## config.mk

```make
export PLATFORM = sky130hd
export DESIGN_NAME = phy_mgmt_ctrl
export DESIGN_NICKNAME = d
export VERILOG_FILES = /design/src/rtl/phy_mgmt_pkg.sv /design/src/rtl/phy_init_rom.sv /design/src/rtl/phy_mgmt_ctrl.sv
export SDC_FILE = /design/constraint.sdc
export NUM_CORES = 1
export LEC_CHECK = 0
export BUFFER_PORTS_ARGS = -buffer_cell sky130_fd_sc_hd__clkbuf_2
export CORE_ASPECT_RATIO = 1.75
export CORE_MARGIN = 2
export CORE_UTILIZATION = 50
export CTS_CLUSTER_SIZE = 8
export DETAILED_ROUTE_END_ITERATION = 6
export GPL_TIMING_DRIVEN = 0
export PLACE_DENSITY = 0.81
export RECOVER_POWER = 50
export SKIP_LAST_GASP = 1
export SYNTH_ARGS = -nofsm -noshare
export SYNTH_HDL_FRONTEND = slang
export SYNTH_SLANG_ARGS = --single-unit
```

## constraint.sdc

```tcl
create_clock -name clk -period 1.9 [get_ports clk]
set_input_delay 0.38 -clock clk [delete_from_list [all_inputs] [get_ports clk]]
set_output_delay 0.38 -clock clk [all_outputs]
set_load 0.01 [all_outputs]
```

## src/rtl/phy_mgmt_pkg.sv

```systemverilog
// phy_mgmt_pkg: sequencer state encoding, init-table entry format and the default PHY init table
package phy_mgmt_pkg;
    typedef enum logic [2:0] {
        PWRUP, INIT_ISSUE, INIT_WAIT, IDLE, POLL_ISSUE, POLL_WAIT, HOST_ISSUE, HOST_WAIT
    } state_e;
    localparam int INIT_ENTRY_W = 21;
    typedef logic [INIT_ENTRY_W-1:0] init_entry_t;
    localparam logic MDIO_RD = 1'b1;
    localparam logic MDIO_WR = 1'b0;
    // {addr[20:16], data[15:0]}: soft reset, AN enable, advertise, 1000BASE-T control
    function automatic init_entry_t init_table(input logic [3:0] idx);
        case (idx)
            4'd0:    return {5'd0, 16'h8000};
            4'd1:    return {5'd0, 16'h1140};
            4'd2:    return {5'd4, 16'h01E1};
            4'd3:    return {5'd9, 16'h0000};
            default: return '0;
        endcase
    endfunction
endpackage

```

## src/rtl/phy_init_rom.sv

```systemverilog
// phy_init_rom: combinational index -> {addr, data} lookup over the package init table
import phy_mgmt_pkg::*;
module phy_init_rom (
    input  logic [3:0]  idx,
    output logic [4:0]  addr,
    output logic [15:0] data
);
    assign {addr, data} = init_table(idx);
endmodule

```

## src/rtl/phy_mgmt_ctrl.sv

```systemverilog
// phy_mgmt_ctrl: power-up/init sequencer, link poller and host arbiter in front of the MDIO engine
// PHY_MGMT_TIMEOUT_EN adds a watchdog that aborts any *_WAIT after TIMEOUT_CYCLES and pulses mgmt_err.
import phy_mgmt_pkg::*;
module phy_mgmt_ctrl #(
    parameter int          INIT_DEPTH     = 4,
    parameter logic [15:0] PWR_UP_DELAY   = 16'd50000,
    parameter logic [23:0] POLL_INTERVAL  = 24'd1000000,
    parameter logic [4:0]  STATUS_REG     = 5'd1,
    parameter int          LINK_BIT       = 2,
    parameter logic [15:0] TIMEOUT_CYCLES = 16'd256
) (
    input  logic        clk,
    input  logic        rst,
    input  logic        host_req,
    input  logic        host_we,
    input  logic [4:0]  host_addr,
    input  logic [15:0] host_wdata,
    output logic        host_ack,
    output logic [15:0] host_rdata,
    output logic        mdio_req,
    output logic        mdio_rd,
    output logic [4:0]  mdio_addr,
    output logic [15:0] mdio_wdata,
    input  logic        mdio_done,
    input  logic [15:0] mdio_rdata,
    output logic        init_done,
    output logic        link_up,
    output logic        link_change,
    output logic        mgmt_err
);
    state_e state_q, state_d;
    logic [15:0] cnt_q, cnt_d;
    logic [3:0] idx_q, idx_d;
    logic [23:0] tmr_q, tmr_d;
    logic tmr_en_q, tmr_en_d, poll_pending_q, poll_pending_d;
    logic mdio_req_q, mdio_req_d, mdio_rd_q, mdio_rd_d;
    logic [4:0] mdio_addr_q, mdio_addr_d;
    logic [15:0] mdio_wdata_q, mdio_wdata_d, host_rdata_q, host_rdata_d;
    logic host_ack_q, host_ack_d, init_done_q, init_done_d;
    logic link_up_q, link_up_d, link_change_q, link_change_d, mgmt_err_q, mgmt_err_d;
    logic [4:0] rom_addr;
    logic [15:0] rom_data;
    logic wait_st, timeout, fin, host_go, reload;

    phy_init_rom u_rom (.idx(idx_q), .addr(rom_addr), .data(rom_data));

    assign wait_st = state_q inside {INIT_WAIT, POLL_WAIT, HOST_WAIT};
`ifdef PHY_MGMT_TIMEOUT_EN
    logic [15:0] wd_q, wd_d;
    always_comb wd_d = wait_st ? wd_q + 16'd1 : 16'd0;
    assign timeout = wait_st && !mdio_done && wd_q == TIMEOUT_CYCLES - 16'd1;
    always_ff @(posedge clk) begin
        if (rst) wd_q <= 16'd0;
        else     wd_q <= wd_d;
    end
`else
    logic unused_timeout;
    assign unused_timeout = ^TIMEOUT_CYCLES;
    assign timeout = 1'b0;
`endif
    assign fin = wait_st && (mdio_done || timeout);
    // host_ack_q masks the host's one-cycle release window so a just-served request is not replayed
    assign host_go = host_req && !host_ack_q;

    always_comb begin
        state_d = state_q;
        cnt_d = cnt_q;
        idx_d = idx_q;
        mdio_req_d = mdio_req_q && !fin;
        mdio_rd_d = mdio_rd_q;
        mdio_addr_d = mdio_addr_q;
        mdio_wdata_d = mdio_wdata_q;
        host_ack_d = 1'b0;
        host_rdata_d = host_rdata_q;
        init_done_d = init_done_q;
        link_up_d = link_up_q;
        link_change_d = 1'b0;
        mgmt_err_d = timeout;
        reload = 1'b0;
        case (state_q)
            PWRUP: begin
                cnt_d = cnt_q - 16'd1;
                state_d = cnt_q == 16'd0 ? INIT_ISSUE : PWRUP;
            end
            INIT_ISSUE: begin
                {mdio_req_d, mdio_rd_d, mdio_addr_d, mdio_wdata_d} = {1'b1, MDIO_WR, rom_addr, rom_data};
                state_d = INIT_WAIT;
            end
            INIT_WAIT: if (fin) begin
                reload = idx_q == 4'(INIT_DEPTH - 1);
                init_done_d = init_done_q || reload;
                idx_d = reload ? idx_q : idx_q + 4'd1;
                state_d = reload ? IDLE : INIT_ISSUE;
            end
            IDLE: state_d = host_go ? HOST_ISSUE : poll_pending_q ? POLL_ISSUE : IDLE;
            POLL_ISSUE: begin
                {mdio_req_d, mdio_rd_d, mdio_addr_d, mdio_wdata_d} = {1'b1, MDIO_RD, STATUS_REG, 16'h0000};
                state_d = POLL_WAIT;
            end
            POLL_WAIT: if (fin) begin
                reload = 1'b1;
                link_up_d = mdio_done ? mdio_rdata[LINK_BIT] : link_up_q;
                link_change_d = mdio_done && mdio_rdata[LINK_BIT] != link_up_q;
                state_d = IDLE;
            end
            HOST_ISSUE: begin
                {mdio_req_d, mdio_rd_d, mdio_addr_d, mdio_wdata_d} = {1'b1, host_we ? MDIO_WR : MDIO_RD, host_addr, host_wdata};
                state_d = HOST_WAIT;
            end
            HOST_WAIT: if (fin) begin
                host_ack_d = 1'b1;
                host_rdata_d = mdio_done ? mdio_rdata : 16'hFFFF;
                state_d = IDLE;
            end
        endcase
        poll_pending_d = state_q == IDLE && !host_go && poll_pending_q ? 1'b0 :
                         tmr_en_q && tmr_q == 24'd0 ? 1'b1 : poll_pending_q;
        tmr_en_d = reload ? 1'b1 : tmr_q == 24'd0 ? 1'b0 : tmr_en_q;
        tmr_d = reload ? POLL_INTERVAL - 24'd1 : tmr_en_q && tmr_q != 24'd0 ? tmr_q - 24'd1 : tmr_q;
    end

    always_ff @(posedge clk) begin
        if (rst) begin
            state_q <= PWRUP;
            cnt_q <= PWR_UP_DELAY - 16'd1;
            idx_q <= 4'd0;
            tmr_q <= 24'd0;
            tmr_en_q <= 1'b0;
            poll_pending_q <= 1'b0;
            mdio_req_q <= 1'b0;
            mdio_rd_q <= 1'b0;
            mdio_addr_q <= 5'd0;
            mdio_wdata_q <= 16'd0;
            host_ack_q <= 1'b0;
            host_rdata_q <= 16'd0;
            init_done_q <= 1'b0;
            link_up_q <= 1'b0;
            link_change_q <= 1'b0;
            mgmt_err_q <= 1'b0;
        end else begin
            state_q <= state_d;
            cnt_q <= cnt_d;
            idx_q <= idx_d;
            tmr_q <= tmr_d;
            tmr_en_q <= tmr_en_d;
            poll_pending_q <= poll_pending_d;
            mdio_req_q <= mdio_req_d;
            mdio_rd_q <= mdio_rd_d;
            mdio_addr_q <= mdio_addr_d;
            mdio_wdata_q <= mdio_wdata_d;
            host_ack_q <= host_ack_d;
            host_rdata_q <= host_rdata_d;
            init_done_q <= init_done_d;
            link_up_q <= link_up_d;
            link_change_q <= link_change_d;
            mgmt_err_q <= mgmt_err_d;
        end
    end

    assign mdio_req = mdio_req_q;
    assign mdio_rd = mdio_rd_q;
    assign mdio_addr = mdio_addr_q;
    assign mdio_wdata = mdio_wdata_q;
    assign host_ack = host_ack_q;
    assign host_rdata = host_rdata_q;
    assign init_done = init_done_q;
    assign link_up = link_up_q;
    assign link_change = link_change_q;
    assign mgmt_err = mgmt_err_q;
endmodule

```

==> results.md, run 1 <==
- Reg power frac: 46.5%
- DRT iter0 DRCs: 319
- Slew headroom: 53.6%
- Clock network power share: 50.0%
- Clk_lat worst skew: 0.34 ns
- Gr ovfl total: 0
- Slew Limit Fails: 0
- Peak Freq: 0.531 GHz
- H-tree depth: 3
- CP startpoint kind: flop
- Chip Width: 74.6 µm
- Number of synthesized register bits: 92
- Synth top area share: 42.3%
- Worst path arrival time: 2.12 ns
- Pwr Density: 753 mW/mm²
- Vias in the first global route: 4,283
- PnR worst setup slack: 0.0154 ns
- First-pass GRT wire length: 19,000 µm
- Crit path time final: 1.88 ns
- Synth Warn #: 0
- Fin crit share: 99.2%
- Placed Cells: 710
- Synthesized area per cell: 8.53 µm²
- Worst slew pin tran: 0.696 ns
- Layout area overhead: 26.8%
- Tightest Hold Check Type: input pin to flop
- Ys async rst share: 0%
- Crit path kind: flop to flop
- Count leader, synth: dfxtp_1
- Int Power: 3310 µW
- Final Wtd Congestion: 0.832
- Initial antenna violation count: 0
- Slowest CP cell: or3b_4
- Post-synth top flop: dfxtp_1
- TritonCTS Sinks: 92
- Sw Share: 20.4%
- NumNets Final: 666
- Top cells by count, synth: dfxtp_1, nand2_1, nor2_1
- Final worst clock skew: 0.00406 ns
- Hold_ws: 0.204 ns
- Root Buffer: clkbuf_16
- Row cnt: 45
- Largest net degree at the start of global routing: 16
- Crit path buffers/inverters: 1
- TritonCTS clock tree: built
- TritonCTS buffer count: 9
- RSZ-0062 raised after global routing: true
- Clock Path Buffers: 2
- Final setup violation count: 0
- Syn Nets: 561
- Synth area leaders: dfxtp_1, nand2_1, nor2_1
- WL met3: 585 µm
- CP Capture Type: flop
- Synth area leader: dfxtp_1
- # diodes: 0
- Synth Cell Area: 0.00436 mm²
- Synthesized instance count: 511
- Area of the core: 0.00856 mm²
- FILL cells: 730
- Worst Path Required: 2.14 ns
- Die area: 0.00951 mm²
- P_leak: 0.00201 µW
- Highest net fanout along the worst path: 10
- Routed vias/inst: 5.85
- Non-filler cells, final: 738
- Hpwl dp: 8130 µm
- Post-synth EDFFs: 0
- WL/cell: 16.1 µm
- Status: finished clean
- Hold Buf Count CTS: 0
- Peak VDD IR: 748 µV
- NetSw: 847 µW
- Vias: 4,319
- Die H: 128 µm
- Final WL: 11,900 µm
- Pre-antenna DRT Iters: 5
- Starting density of the core: 50.9%
- Worst slack, placed: -0.383 ns
- Number of nets with antenna violations after routing: 0
- Met2 wire len: 6360 µm
- DRC Markers: 0
- Part of the power in combinational logic: 3.5%
- Critical-path cell list: ha_1 > or3b_4 > o21ai_4 > buf_4 > nor2_1 > nor4_1
- Post-synth cell types: 70
- Post-Route M1 WL: 4340 µm
- Max stage delay on crit path: 0.45 ns
- Max Cap Violations: 0
- Sequential cell area fraction in the yosys report: 42.3%
- Worst path top cell family by delay: simple AND/OR/NAND/NOR gates
- Highest routing layer actually used: met4
- Total track usage: 25.4%
- Port bufs: 82
- Final hold violations: 0
- I/O pins: 86
- Layout cell share with drive strength beyond 1: 21.7%
- Clock Pin Slew Worst Setup and Hold Paths: 0.06 ns
==> layer usage <==
layer	track usage, %	vias up
met2	45.2	171
met3	5.13	61
li1	-	2057
met4	16.5	0
met1	25.7	2030
met5	0	-
==> registers in the layout (all words and copies together), names as in the netlist, 3 cells and up <==
signal      flops
state_q         3
tmr_q          24
host_rdata     16
cnt_q          16
idx_q           4
mdio_addr       5
mdio_wdata     16
==> power by group through the flow <==
stage          Combinational, µW  Sequential, µW  Clock [µW]
3_5_place_dp                 134            1980           0
3_3_place_gp                 130            1980           0
6_report                     144            1930        2080
5_1_grt                      158            1930        2170
2_1_floorplan               67.5            1980           0
4_1_cts                      142            1930        2080
==> worst reg2reg max path, cell delays in order, from the launching register on <==
cell	delay, ns
dfxtp_4	0.37
ha_1	0.19
or3b_4	0.45
o21ai_4	0.23
buf_4	0.21
nor2_1	0.06
nor4_1	0.27
==> timing repair <==
action | in CTS | in global routing
endpoints found under the hold margin | 0 | 0
pin swaps | 8 | 8
endpoints found under the setup margin | 54 | 55
setup buffers | 12 | 5
gates resized for setup | 23 | 38
==> stage by stage <==
step / total power, µW / cell area [µm²] / utilization [%] / TNS (ns)
after floorplan: 2050 / 4360 / - / -0.0270
after global placement: 2110 / 4910 / 57.4 / -8.60
after detailed placement: 2120 / 4910 / 57.4 / -10.94
after CTS: 4160 / 5420 / 63.3 / 0
after global routing: 4260 / 5530 / 64.6 / -0.231
final: 4160 / 5530 / 64.6 / 0
==> logic make-up after synthesis <==
group                      synth area share, %
AOI/OAI and AO/OA                         16.6
xor gates and xnor gates                  2.41
adders and majority gates                 2.53
buffers and inverters                     4.77
DFF                                       42.3
muxes                                     2.10
other                                   0.0861
and+or+nand+nor                           29.3
==> cell type report <==
cell class	instances	area (µm²)	share of cell area (%)
Clock inverter	6	111	2.01
Inverter	10	37.5	0.679
Clock buffer	10	239	4.32
Sequential cell	92	1860	33.6
Tap cell	117	146	2.65
Multi-Input combinational cell	375	2490	45.1
Buffer	29	163	2.94
Timing Repair Buffer	99	480	8.69
==> cell usage in the layout, fill, tap and decap left out, drive strengths merged, types with 4 or more instances in the layout <==
cell type and count:
nand2 71, ha 8, nand2b 17, o21ai 6, nor2 46, nand3 17, nor3 17, nand4 6
buf 25, o211ai 4, or4 11, clkbuf 113, o31ai 10, nor2b 6, mux2i 8, a211oi 18
a31oi 6, a22oi 11, a311oi 4, or3 6, xor2 9, nor4 16, a21oi 33, dfxtp 92
nor3b 4, inv 10
==> path summary, 6_finish.rpt <==
kind | startpoint | end | slack (ns) | depth (start not counted)
max | idx_q[1]$_SDFFE_PP0P_ | tmr_q[5]$_SDFFE_PP0P_ | 0.02 | 6
min | host_we | mdio_rd$_SDFFE_PP0P_ | 0.20 | 2
max reg2reg | idx_q[1]$_SDFFE_PP0P_ | tmr_q[5]$_SDFFE_PP0P_ | 0.02 | 6
min reg2reg | host_rdata[11]$_SDFFE_PP0P_ | host_rdata[11]$_SDFFE_PP0P_ | 0.45 | 2
Power figures use the tool's default switching activity.
==> inputs of run 2 (changes only) <==
--- a/config.mk
+++ b/config.mk
@@ -8,11 +8,11 @@
 export BUFFER_PORTS_ARGS = -buffer_cell sky130_fd_sc_hd__clkbuf_2
 export CORE_ASPECT_RATIO = 1.75
 export CORE_MARGIN = 2
-export CORE_UTILIZATION = 50
+export CORE_UTILIZATION = 59
 export CTS_CLUSTER_SIZE = 8
 export DETAILED_ROUTE_END_ITERATION = 6
 export GPL_TIMING_DRIVEN = 0
-export PLACE_DENSITY = 0.81
+export PLACE_DENSITY = 0.9
 export RECOVER_POWER = 50
 export SKIP_LAST_GASP = 1
 export SYNTH_ARGS = -nofsm -noshare
==> constraint.sdc (replaced) <==
create_clock -name clk -period 2.25 [get_ports clk]
set_input_delay 0.45 -clock clk [delete_from_list [all_inputs] [get_ports clk]]
set_output_delay 0.45 -clock clk [all_outputs]
set_load 0.01 [all_outputs]
==> run 2 against run 1 <==
  * Worst setup slack improved by 0.086 ns
  * Register-to-register slack improved by 0.09 ns
  * Cell area decreased by 5.6%
  * Sequential cell count unchanged
  * Critical path depth increased by 1
  * Critical endpoint is now tmr_q[7]$_SDFFE_PP0P_
==> results.md, run 2 (synthesis gave the netlist of run 1 again) <==
- Status: finished clean
- Crit path kind: flop to flop
- DRT iter0 DRCs: 229
- TritonCTS clock tree: built
- Worst slew pin tran: 0.796 ns
- Highest net fanout along the worst path: 10
- Pwr Density: 658 mW/mm²
- Clock Pin Slew Worst Setup and Hold Paths: 0.07 ns
- Port bufs: 82
- Max Cap Violations: 0
- Root Buffer: clkbuf_16
- WL/cell: 16.6 µm
- Final hold violations: 0
- TritonCTS buffer count: 9
- Row cnt: 41
- Area of the core: 0.00718 mm²
- Pwr Total: 3430 µW
- Cell depth of the worst flop-to-flop path: 7
- Commonest non-fill, non-tap cell in the layout: dfxtp_1
- Final Wtd Congestion: 0.842
- Fin crit share: 95.5%
- Peak VDD IR: 548 µV
- Worst Hold End: mdio_rd$_SDFFE_PP0P_
- Worst path arrival time: 2.43 ns
- Max reg flops: 24
- CP startpoint kind: flop
- RSZ-0062 raised after global routing: true
- Die H: 118 µm
- Worst Path Required: 2.53 ns
- Top reg by flops: tmr_q
- First-pass GRT wire length: 18,700 µm
- Chip Width: 69.0 µm
- Sequential cell area: 0.00184 mm²
- Number of nets with antenna violations after routing: 0
- FF-to-FF End: tmr_q[7]$_SDFFE_PP0P_
- # diodes: 0
- Hold Path Cell Cnt: 2
- Final setup violation count: 0
- Slew Limit Fails: 0
- Reg-to-reg slack, setup: 0.10 ns
- Slew headroom: 46.4%
- Vias: 4,332
- Pre-antenna DRT Iters: 6
- Worst R2R Start: tmr_q[0]$_SDFFE_PP0P_
- Initial antenna violation count: 0
- Total track usage: 29.9%
- Setup_tns: 0 ns
- Die area: 0.00812 mm²
- P_leak: 0.00190 µW
- I/O pins: 86
- Final WL: 11,600 µm
- Layout area overhead: 19.8%
- Hpwl dp: 8200 µm
- TritonCTS Sinks: 92
- Vias in the first global route: 4,232
- CP Capture Type: flop
- Tightest Hold Check Type: input pin to flop
- Multi-input logic area: 0.00233 mm²
- Min-delay src: host_we
- H-tree depth: 3
- Gr ovfl total: 0
- Layout cell share with drive strength beyond 1: 15.4%
- Peak Freq: 0.465 GHz
- Clock Path Buffers: 2
- Final worst clock skew: 0.00824 ns
- FILL cells: 559
- Routed vias/inst: 6.17
- NumNets Final: 661
- Starting density of the core: 60.7%
- Hold Buf Count CTS: 0
- Crit path time final: 2.15 ns
- DRC Markers: 0
- Largest net degree at the start of global routing: 16
- Clk_lat worst skew: 0.35 ns
- Most frequent cells in the layout: dfxtp_1, nand2_1, clkbuf_1
## run 2: layer usage
layer  vias to the layer above  part of all wire [%]  track usage (%)
met5                         -                     0                0
met4                         0                   5.0             20.8
met3                        54                   4.2             5.26
met2                       161                    54             51.2
met1                      2075                    36             31.0
li1                       2042                     -                -
## run 2: final cells by class
class	count	area share [%]
Multi-Input combinational cell	375	44.6
Sequential cell	92	35.3
Timing Repair Buffer	89	7.62
Clock buffer	11	4.84
Buffer	34	3.31
Tap cell	86	2.06
Clock inverter	5	1.58
Inverter	10	0.719
## run 2: power breakdown
part	internal [µW]	switching, µW	total (µW)
Sequential	1630	3.27	1640
Combinational	47.9	67.8	116
Clock	1040	644	1680
## run 2: through the flow
step | instances | worst slack, ns | util, % | hold slack, ns | area, µm²
4_1_cts | 695 | -0.00672 | 72.6 | 0.281 | 5210
6_report | 702 | 0.101 | 72.7 | 0.290 | 5220
3_3_place_gp | 679 | -0.00583 | 67.9 | 0.442 | 4880
3_5_place_dp | 679 | -0.0934 | 67.9 | 0.450 | 4880
2_1_floorplan | 511 | 0.336 | - | 0.443 | 4360
5_1_grt | 702 | -0.0634 | 72.7 | 0.305 | 5220
## run 2: worst max-delay path by stage
stage / startpoint / end / slack, ns / cells after the start
detailed placement: mdio_done / tmr_q[6]$_SDFFE_PP0P_ / -0.09 / 8
CTS: tmr_q[0]$_SDFFE_PP0P_ / tmr_q[10]$_SDFFE_PP0P_ / -0.007 / 7
floorplan: tmr_q[0]$_SDFFE_PP0P_ / tmr_q[10]$_SDFFE_PP0P_ / 0.34 / 7
global placement: mdio_done / tmr_q[23]$_SDFFE_PP0P_ / -0.006 / 8
finish: tmr_q[0]$_SDFFE_PP0P_ / tmr_q[7]$_SDFFE_PP0P_ / 0.10 / 7
global route: idx_q[1]$_SDFFE_PP0P_ / tmr_q[4]$_SDFFE_PP0P_ / -0.06 / 7
## run 2: worst max-delay path, cell delays in order (launching register included)
cell       delay, ns
dfxtp_1         0.44
inv_1           0.10
ha_1            0.23
nor3b_1         0.17
and4_1          0.19
clkbuf_1        0.25
a2111oi_2       0.49
mux2i_1         0.22
## run 2: timing repair
item                                    CTS  global route
setup buffers                             0             7
pin swaps                                 0             3
endpoints found under the setup margin    2            26
resized for setup                         0            12
==> inputs of run 3 (changes only) <==
--- a/config.mk
+++ b/config.mk
@@ -9,6 +9,7 @@
 export CORE_ASPECT_RATIO = 1.75
 export CORE_MARGIN = 2
 export CORE_UTILIZATION = 59
+export CTS_CLUSTER_DIAMETER = 60
 export CTS_CLUSTER_SIZE = 8
 export DETAILED_ROUTE_END_ITERATION = 6
 export GPL_TIMING_DRIVEN = 0
==> constraint.sdc (replaced) <==
create_clock -name clk -period 2.62 [get_ports clk]
set_input_delay 0.524 -clock clk [delete_from_list [all_inputs] [get_ports clk]]
set_output_delay 0.524 -clock clk [all_outputs]
set_load 0.01 [all_outputs]
==> run 3 against run 2 <==
  * Non-clock buffer count down 7
  * Die area unchanged
  * Hold slack better by 0.071 ns
  * First-iteration DRC count up 4.4%
  * Sequential power down 14%
  * Global-route usage unchanged
  * Worst setup slack better by 0.18 ns
  * Utilization down 0.89 points
  * Critical path depth down 1
  * Total power down 14%
  * Cell area down 1.2%
  * Critical path type unchanged
  * Largest cell class unchanged
  * Largest power group unchanged
  * Highest routed layer unchanged
==> results.md, run 3 (synthesis gave the netlist of run 1 again) <==
- Status: finished clean
- FILL cells: 570
- Worst path top cell family by delay: buffers and inverters
- Slew Limit Fails: 0
- CP startpoint kind: flop
- Max Cap Violations: 0
- Clock Path Buffers: 2
- Max reg flops: 24
- Area of the core: 0.00718 mm²
- Final WL: 11,500 µm
- Crit path buffers/inverters: 3
- Top reg by flops: tmr_q
- Crit path kind: flop to flop
- Pwr Total: 2950 µW
- Port bufs: 82
- Most frequent cells in the layout: dfxtp_1, nand2_1, clkbuf_1
- First-pass GRT wire length: 18,700 µm
- Crit path time final: 2.34 ns
- CP dominant cell by count: clkbuf_1
- Final Util: 71.8%
- Die area: 0.00812 mm²
- Highest net fanout along the worst path: 10
- DRT iter0 DRCs: 239
- TritonCTS clock tree: built
- Slowest CP cell: clkbuf_1
- Row cnt: 41
- Clk_lat worst skew: 0.35 ns
- Non-filler cells, final: 695
- Post-CTS Setup Inserts: 0
- Worst Path Required: 2.82 ns
- Die H: 118 µm
- NumNets Final: 654
- Placed Cells: 679
- Slew headroom: 48.3%
- Number of nets with antenna violations after routing: 0
- Peak VDD IR: 473 µV
- Commonest non-fill, non-tap cell in the layout: dfxtp_1
- Final worst clock skew: 0.00805 ns
- Worst slew pin tran: 0.769 ns
- WL/cell: 16.5 µm
- Routed vias/inst: 6.18
- I/O pins: 86
- Vias: 4,298
- Chip Width: 69.0 µm
- Final Wtd Congestion: 0.842
- RSZ-0062 raised after global routing: false
- Hold Buf Count CTS: 0
- H-tree depth: 3
- Clock Pin Slew Worst Setup and Hold Paths: 0.07 ns
- TritonCTS buffer count: 9
- Setup_tns: 0 ns
- P_leak: 0.00186 µW
- Fin crit share: 89.4%
- Total track usage: 29.9%
- Layout area overhead: 18.3%
- Post_cts resized: 0
- Layout cell share with drive strength beyond 1: 13.6%
- Vias in the first global route: 4,232
- Max stage delay on crit path: 0.42 ns
- Final setup violation count: 0
- Hpwl dp: 8200 µm
- Gr ovfl total: 0
- Root Buffer: clkbuf_16
- Tightest Hold Check Type: input pin to flop
- Pwr Density: 572 mW/mm²
- DRC Markers: 0
- Starting density of the core: 60.7%
- Largest net degree at the start of global routing: 16
- Final hold violations: 0
- Critical-path cell list: clkbuf_1 > clkbuf_1 > nand4_1 > clkbuf_1 > nand2_1 > a21oi_1
- Pre-antenna DRT Iters: 5
- TritonCTS Sinks: 92
- CP Capture Type: flop
- Initial antenna violation count: 0
- # diodes: 0
- Worst path arrival time: 2.54 ns
- Peak Freq: 0.427 GHz
run 3: changes by cell type in the layout (fill, tap and decap cells not counted), sizes merged:
cell,before,now
buf,13,8
clkbuf,121,119
run 3: path summary, 6_finish.rpt:
kind                                     from                     endpoint  slack, ns  depth (start not counted)
setup / recovery      state_q[0]$_SDFFE_PP0P_  host_rdata[13]$_SDFFE_PP0P_       0.28                          6
hold / removal                        host_we         mdio_rd$_SDFFE_PP0P_       0.36                          2
setup reg to reg      state_q[0]$_SDFFE_PP0P_  host_rdata[13]$_SDFFE_PP0P_       0.28                          6
hold reg to reg   host_rdata[11]$_SDFFE_PP0P_  host_rdata[11]$_SDFFE_PP0P_       0.45                          2
run 3: layout make-up:
type | instances | area (µm²) | share of cell area (%)
clock inverter | 5 | 82.6 | 1.60
tap | 86 | 108 | 2.09
sequential | 92 | 1840 | 35.7
timing repair buffer | 82 | 357 | 6.92
multi-input combinational | 375 | 2310 | 44.8
clock buffer | 11 | 253 | 4.90
inverter | 10 | 37.5 | 0.728
buffer | 34 | 168 | 3.25
run 3: routing by layer:
layer	global-route usage, %	routed length (µm)
met4	20.8	578
met1	31.0	4160
met5	0	0
met3	5.26	519
met2	51.2	6220
run 3: power by group:
group	internal, µW	total, µW	switching [µW]
registers	1400	1410	3.26
clock network	891	1450	555
logic	40.8	98.1	57.4
run 3: through the flow:
step                      hold WS, ns  setup WS [ns]  area [µm²]
after floorplan                 0.443          0.706        4360
after global placement          0.442          0.290        4880
final                           0.361          0.277        5150
after CTS                       0.355          0.363        5210
after global routing            0.379          0.140        5150
after detailed placement        0.450          0.203        4880
